==> config.mk <==
export PLATFORM = sky130hd
export DESIGN_NAME = pwqe_slot_scheduler
export DESIGN_NICKNAME = d
export VERILOG_FILES = /design/src/rtl/pwqe_sched_pkg.sv /design/src/rtl/pwqe_rr_picker.sv /design/src/rtl/pwqe_slot_scheduler.sv
export SDC_FILE = /design/constraint.sdc
export NUM_CORES = 1
export LEC_CHECK = 0
export ABC_AREA = 0
export BUFFER_PORTS_ARGS = -buffer_cell sky130_fd_sc_hd__buf_2
export CORE_AREA = 8 8 599 601
export DETAILED_ROUTE_END_ITERATION = 10
export DIE_AREA = 0 0 607 609
export PLACE_DENSITY = 0.3
export SLEW_MARGIN = 0
export SYNTH_ARGS = -nofsm -noshare
export SYNTH_HDL_FRONTEND = slang
export SYNTH_HIERARCHICAL = 1
export SYNTH_SLANG_ARGS = --single-unit
export TNS_END_PERCENT = 50
==> constraint.sdc <==
create_clock -name clk -period 4.25 [get_ports clk]
set_input_delay 0.6375 -clock clk [delete_from_list [all_inputs] [get_ports clk]]
set_output_delay 0.6375 -clock clk [all_outputs]
set_load 0.01 [all_outputs]
==> src/rtl/pwqe_sched_pkg.sv <==
// Shared constants for the pWQE slot scheduler on station-buffer port 1.
// State encodings are plain constants so older netlists keep the same codes.
package pwqe_sched_pkg;

    localparam int STATE_W = 2;

    localparam logic [STATE_W-1:0] ST_IDLE = 2'd0;
    localparam logic [STATE_W-1:0] ST_RD   = 2'd1;
    localparam logic [STATE_W-1:0] ST_CAP  = 2'd2;
    localparam logic [STATE_W-1:0] ST_OUT  = 2'd3;

    // Buffer read data arrives this many cycles after the read enable.
    localparam int RD_LATENCY = 1;

endpackage

==> src/rtl/pwqe_rr_picker.sv <==
// Round-robin picker: rotates elig so ptr sits at bit 0, takes the lowest set
// bit, then rotates the index back.
module pwqe_rr_picker #(
    parameter int PWQE_SLOT_NUM        = 4,
    parameter int PWQE_SLOT_ADDR_WIDTH = 2
) (
    input  logic [PWQE_SLOT_NUM-1:0]        elig,
    input  logic [PWQE_SLOT_ADDR_WIDTH-1:0] ptr,
    output logic [PWQE_SLOT_ADDR_WIDTH-1:0] pick,
    output logic                            any_valid
);

    logic [PWQE_SLOT_NUM-1:0]        rot;
    logic [PWQE_SLOT_ADDR_WIDTH-1:0] offs;

    // Slot count is a power of two, so the index adds wrap on their own.
    always_comb begin
        rot = '0;
        for (int i = 0; i < PWQE_SLOT_NUM; i++) begin
            rot[i] = elig[PWQE_SLOT_ADDR_WIDTH'(i) + ptr];
        end
    end

    always_comb begin
        offs = '0;
        for (int i = PWQE_SLOT_NUM - 1; i >= 0; i--) begin
            if (rot[i]) begin
                offs = PWQE_SLOT_ADDR_WIDTH'(i);
            end
        end
    end

    assign pick      = offs + ptr;
    assign any_valid = |elig;

endmodule

==> src/rtl/pwqe_slot_scheduler.sv <==
// Dispatches occupied, not-yet-issued pWQE slots round-robin from buffer
// port 1 to ib_transport; the issued mask blocks re-dispatch until freed.
//
// state | meaning
// IDLE  | waiting for an enabled pick; read enable/address registered on pick
// RD    | buffer read enable high for one cycle
// CAP   | buffer read data valid; captured into the output register
// OUT   | pWQE offered; held stable until ib_transport is ready
module pwqe_slot_scheduler
    import pwqe_sched_pkg::*;
#(
    parameter int PWQE_SLOT_NUM        = 4,
    parameter int PWQE_SLOT_ADDR_WIDTH = 2,
    parameter int PWQE_BUF_ADDR_WIDTH  = 2,
    parameter int PWQE_BUF_WIDTH       = 512
) (
    input  logic                            clk,
    input  logic                            rst_n,
    input  logic                            i_en,
    input  logic [PWQE_SLOT_NUM-1:0]        i_slot_status,
    input  logic                            i_reset_req,
    input  logic [PWQE_SLOT_ADDR_WIDTH-1:0] i_reset_addr,
    output logic                            o_ren_1,
    output logic                            o_wen_1,
    output logic [PWQE_BUF_ADDR_WIDTH-1:0]  o_addr_1,
    output logic [PWQE_BUF_WIDTH-1:0]       o_din_1,
    input  logic [PWQE_BUF_WIDTH-1:0]       i_dout_1,
    output logic                            o_pwqe_valid,
    output logic [PWQE_BUF_WIDTH-1:0]       o_pwqe_data,
    output logic [PWQE_SLOT_ADDR_WIDTH-1:0] o_pwqe_slot,
    input  logic                            i_pwqe_ready,
    output logic [PWQE_SLOT_NUM-1:0]        o_issued
);

    logic [STATE_W-1:0]              state;
    logic [PWQE_SLOT_ADDR_WIDTH-1:0] sel;
    logic [PWQE_SLOT_ADDR_WIDTH-1:0] ptr;
    logic [PWQE_SLOT_NUM-1:0]        issued;
    logic [PWQE_SLOT_NUM-1:0]        issued_nxt;
    logic [PWQE_SLOT_NUM-1:0]        elig;
    logic [PWQE_SLOT_ADDR_WIDTH-1:0] pick;
    logic                            any_valid;
    logic                            handshake;

    assign elig      = i_slot_status & ~issued;
    assign handshake = (state == ST_OUT) && i_pwqe_ready;

    pwqe_rr_picker #(
        .PWQE_SLOT_NUM        (PWQE_SLOT_NUM),
        .PWQE_SLOT_ADDR_WIDTH (PWQE_SLOT_ADDR_WIDTH)
    ) u_picker (
        .elig      (elig),
        .ptr       (ptr),
        .pick      (pick),
        .any_valid (any_valid)
    );

    // A free and a handshake on the same edge never target the same slot.
    always_comb begin
        issued_nxt = issued;
        if (i_reset_req) begin
            issued_nxt[i_reset_addr] = 1'b0;
        end
        if (handshake) begin
            issued_nxt[sel] = 1'b1;
        end
    end

    always_ff @(posedge clk or negedge rst_n) begin
        if (!rst_n) begin
            state        <= ST_IDLE;
            sel          <= '0;
            ptr          <= '0;
            issued       <= '0;
            o_ren_1      <= 1'b0;
            o_addr_1     <= '0;
            o_pwqe_valid <= 1'b0;
            o_pwqe_data  <= '0;
            o_pwqe_slot  <= '0;
        end else begin
            issued <= issued_nxt;
            case (state)
                ST_IDLE: begin
                    if (i_en && any_valid) begin
                        sel      <= pick;
                        o_ren_1  <= 1'b1;
                        o_addr_1 <= pick;
                        state    <= ST_RD;
                    end
                end
                ST_RD: begin
                    o_ren_1 <= 1'b0;
                    state   <= ST_CAP;
                end
                ST_CAP: begin
                    o_pwqe_data  <= i_dout_1;
                    o_pwqe_slot  <= sel;
                    o_pwqe_valid <= 1'b1;
                    state        <= ST_OUT;
                end
                ST_OUT: begin
                    if (i_pwqe_ready) begin
                        ptr          <= sel + 1'b1;
                        o_pwqe_valid <= 1'b0;
                        state        <= ST_IDLE;
                    end
                end
                default: state <= ST_IDLE;
            endcase
        end
    end

    assign o_issued = issued;
    assign o_wen_1  = 1'b0;
    assign o_din_1  = '0;

endmodule

==> results.md <==
- The number of cells on the worst hold path is 2.
- Once detail routing completed, the nets flagged for antenna violations numbered 0.
- For this design the ratio of total power to cell area is 781 nW/um2.
- The post-DP HPWL is 182000 um.
- The worst clock skew is 0.122 ns.
- At the end of the flow, the number of nets in the layout was 3732.
- The start point of the worst min-delay path is i_dout_1[480].
- The number of buffers inserted by hold repair at cts is 413.
- The worst register-to-register path ends at o_pwqe_data[377].
- In the final layout, the share of cells above drive strength 1 is 52.6%.
- The initial cell density of the core is 6.82%.
- The time the final worst path needs with I/O delays and setup is 2.63 ns.
- The cell area after placement is 32700 um2.
- The overflow left after global routing is 0.
- The overall die area is 370000 um2.
- After detailed routing, the number of vias per cell comes to 2.36.
- Wires add up to 205000 um.
- The maximum buffer depth of the clock tree is 4.
- The kind of end point of the critical path is a flip-flop.
- The met1 layer wirelength in the final routing is 69200 um.
- Across all setup checks in the final design, the least slack found is 1.62 ns.
- Counting distinct cell types in the post-synthesis netlist gives 31.
- Setup violations remaining at the end of the flow were counted as 0.
- The critical path is of the reg -> reg type.
- After Yosys synthesis, full adders, half adders and majority gates account for 0.526% of the synthesized area.
- The clock reaches the later pin of the worst-skew pair after 0.86 ns.
- For the pin with the worst max-slew slack, the measured transition is 0.836 ns.
- The number of global-route vias before repair is 19600.
- The final route contains 18700 vias.
- The type of the tightest min-delay check is in -> reg.
- The number of setup buffers added after CTS is 0.
- From left edge to right edge, the die measures 607 um.
- The flow ran to the end, and the final reports show no timing, DRC or antenna violations.
- The highest metal layer carrying signal wires in the routed design is met5.
- TritonCTS created 86 clock buffers.
- Measured against the total synthesized area, the mux share comes to 24.6%.
- The number of sinks handled by clock tree synthesis is 526.
- CTS built an H-tree with a depth of 3.
- The critical path startpoint category is a flip-flop.
- Setup repair after global routing left no endpoint under its margin.
- The placeable core region is 349000 um2.
- The floorplan has 217 rows.
- The die is 609 um tall.
- For this design the static power due to leakage is 0.0174 uW.
- In the finished design, the share of the clock period the worst path needs comes to 61.9%.
- Clock-pin slew was measured on the worst setup and hold paths at 0.06 ns.
- The sequential area share after synthesis is 55.4%.
- The cell area that synthesis handed to floorplanning was 23800 um2.
- The largest family of logic cells by synthesized area is multiplexers.
- The first global-routing pass estimated 250000 um of wire.
- The starting DRC count in detailed routing is 617.
- Pin placement for this block handled 1558 I/O pins.
- Max-cap violations in this run came to 0.
- The routability congestion estimate from global placement is 0.783.
- The met3 wirelength from detailed routing is 31300 um.
- The total design power is 31100 uW.
- The data arrival time of the critical path is 3.27 ns.
- The total count of hold-check failures in the final report is 0.
- The detailed-route wire length per cell is 25.9 um.
- In this run the register-to-register setup slack is 1.62 ns.
- For this run, the top clock speed supported by timing is 380 MHz.
- Once the clock tree was built, the resizer swapped 0 gates to a different size.
- Summing the areas of all and, or, nand and nor instances in the mapped netlist gives 0.642% of the synthesized area.
- The signal on the critical path passes through inv_1, ha_4, buf_4, mux2_2.
- The share of the synthesized area in compound gates (AO/OA/AOI/OAI) is 0.505%.
- The slowest stage of the critical path is the sky130_fd_sc_hd__buf_4 cell.
- Of all nets on the critical path, the largest fanout is 52.
- The number of antenna violations at the first check in global routing is 249.
- The tree is rooted in a sky130_fd_sc_hd__clkbuf_16.
- Buffers placed on the I/O ports in this run total 1044.
- The worst-case setup slack after placement is 1.66 ns.
- The maximum VDD drop is 314 uV.
- After detailed routing, the number of remaining DRC violations is 0.
- The post-route worst hold slack is 0.0973 ns.
- The count of state elements after synthesis is 526.
- From synthesis to final layout, the design area changed by 67.7%.
- The post-route cell area is 39900 um2.
- The source of the worst register-to-register timing path is state[0].
- The data required time at the worst endpoint is 4.89 ns.
- Measured against its own limit, the worst slew margin works out to 44.3%.
- Detailed routing placed a total of 98300 um of wire on met2.
- The final count of pins violating max slew came to 0.
- The overall global routing resource usage is 10.6%.
- The worst register-to-register path has a depth of 4.
- The maximum number of pins on one net before global-route repair is 76.
- The largest single stage delay on the critical path is 0.72 ns.
- Yosys printed 6 warnings.
- The setup TNS is 0 ns.
- The xor and xnor fraction of the mapped netlist area is 0.0737%.
- Counting every instance in the synthesized netlist gives 1682.
- TritonCTS built the clock tree.
- The post-synthesis area per instance is 14.1 um2.
- The first-pass detailed-route iteration total is 4.
- For hold timing, the worst endpoint is o_pwqe_data[480].
-- cell usage in the layout (no fill, tap or decap), types with 6 or more instances in the layout --
| cell type | synthesis | final |
|---|---|---|
| sky130_fd_sc_hd__clkbuf_8 | 0 | 19 |
| sky130_fd_sc_hd__buf_2 | 31 | 1043 |
| sky130_fd_sc_hd__buf_12 | 0 | 9 |
| sky130_fd_sc_hd__buf_4 | 513 | 22 |
| sky130_fd_sc_hd__diode_2 | 0 | 54 |
| sky130_fd_sc_hd__mux2_1 | 21 | 21 |
| sky130_fd_sc_hd__clkinvlp_4 | 0 | 6 |
| sky130_fd_sc_hd__clkinv_2 | 0 | 14 |
| sky130_fd_sc_hd__dfrtp_1 | 526 | 526 |
| sky130_fd_sc_hd__nand2_1 | 9 | 9 |
| sky130_fd_sc_hd__clkbuf_16 | 0 | 86 |
| sky130_fd_sc_hd__bufinv_16 | 0 | 7 |
| sky130_fd_sc_hd__conb_1 | 1 | 513 |
| sky130_fd_sc_hd__ha_1 | 10 | 9 |
| sky130_fd_sc_hd__dlygate4sd3_1 | 0 | 413 |
| sky130_fd_sc_hd__mux2_2 | 497 | 497 |
| sky130_fd_sc_hd__clkbuf_1 | 0 | 12 |
| sky130_fd_sc_hd__nor2b_1 | 7 | 7 |
-- power breakdown --
group | leakage, uW | total [uW] | switching (uW) | internal (uW)
registers | 0.00614 | 9130 | 1480 | 7650
clock network | 0.00140 | 7470 | 3010 | 4460
logic | 0.00985 | 14500 | 9090 | 5450
-- worst max-delay path by stage --
stage | start | to | slack [ns] | depth (start not counted)
after global routing | state[0] | o_pwqe_data[377] | 1.48 | 4
after floorplan | i_slot_status[0] | sel[1] | 2.05 | 9
after detailed placement | state[0] | o_pwqe_data[345] | 1.66 | 4
final | state[0] | o_pwqe_data[377] | 1.62 | 4
after CTS | state[0] | o_pwqe_data[377] | 1.54 | 4
after global placement | i_slot_status[0] | sel[1] | 1.50 | 10
-- cell families (layout without fill, tap and decap cells) --
| kind of cell | Yosys count | count (layout) |
|---|---|---|
| flops | 526 | 526 |
| xor+xnor | 2 | 2 |
| other cells | 1 | 567 |
| mux | 520 | 520 |
| simple gates | 30 | 30 |
| compound gates | 17 | 17 |
| fa+ha+maj | 10 | 10 |
| buf+inv | 576 | 1643 |
-- layout make-up --
class / count / area (um2)
antenna: 54 / 135
fill: 40000 / 309000
timing repair buffer: 1488 / 9710
clock inverter: 33 / 397
tap: 4599 / 5750
multi-input combinational: 1092 / 8210
clock buffer: 117 / 2460
inverter: 5 / 18.8
sequential: 526 / 13200
-- Yosys cell counts --
library cell | count | area share, %
sky130_fd_sc_hd__o21a_1 | 1 | 0.032
sky130_fd_sc_hd__mux2_1 | 21 | 0.99
sky130_fd_sc_hd__nor3_1 | 1 | 0.021
sky130_fd_sc_hd__a21oi_1 | 3 | 0.063
sky130_fd_sc_hd__a31oi_1 | 1 | 0.026
sky130_fd_sc_hd__buf_2 | 31 | 0.65
sky130_fd_sc_hd__a32oi_1 | 1 | 0.037
sky130_fd_sc_hd__or3b_2 | 1 | 0.037
sky130_fd_sc_hd__nor2_1 | 5 | 0.079
sky130_fd_sc_hd__mux2_4 | 1 | 0.063
sky130_fd_sc_hd__nand3b_1 | 1 | 0.032
sky130_fd_sc_hd__xnor2_1 | 2 | 0.074
sky130_fd_sc_hd__mux2i_1 | 1 | 0.042
sky130_fd_sc_hd__nand2_1 | 9 | 0.14
sky130_fd_sc_hd__dfrtp_1 | 526 | 55
sky130_fd_sc_hd__o22ai_1 | 2 | 0.053
sky130_fd_sc_hd__or2b_2 | 1 | 0.037
sky130_fd_sc_hd__a2bb2oi_1 | 1 | 0.037
sky130_fd_sc_hd__nor2b_1 | 7 | 0.18
sky130_fd_sc_hd__o21ai_0 | 3 | 0.063
sky130_fd_sc_hd__ha_1 | 10 | 0.53
sky130_fd_sc_hd__or2_1 | 1 | 0.026
sky130_fd_sc_hd__buf_4 | 513 | 16
sky130_fd_sc_hd__mux2_2 | 497 | 24
sky130_fd_sc_hd__o211ai_1 | 1 | 0.032
sky130_fd_sc_hd__conb_1 | 1 | 0.016
sky130_fd_sc_hd__o2bb2ai_1 | 1 | 0.037
sky130_fd_sc_hd__buf_6 | 27 | 1.3
sky130_fd_sc_hd__a32o_1 | 3 | 0.13
sky130_fd_sc_hd__inv_1 | 5 | 0.079
sky130_fd_sc_hd__nand3_1 | 4 | 0.084
-- critical path, delay by kind of cell (launching register included) --
family / cells / cell delay (ns)
buffers and inverters: 2 / 0.89
adder cells (fa/ha/maj): 1 / 0.60
multiplexers: 1 / 0.41
flip-flops: 1 / 0.41
-- registers in the layout, indices dropped and copies added (netlist names) --
signal        flops
sel               2
o_ren_1           1
o_issued          4
o_pwqe_slot       2
o_pwqe_valid      1
ptr               2
state             2
o_pwqe_data     512
-- per-stage QoR --
step                utilization, %  instances
floorplan                        -       2194
global placement              9.39       7297
finish                        11.4       7914
CTS                           11.4       7860
global route                  11.4       7893
detailed placement            9.39       7297
-- routing by layer --
layer  up-vias  global-route usage [%]
met5         -                       0
li1       7803                       -
met2      1178                    18.4
met3       530                    7.24
met4        58                    2.13
met1      9131                    10.5
(Power assumes the default switching activity.)
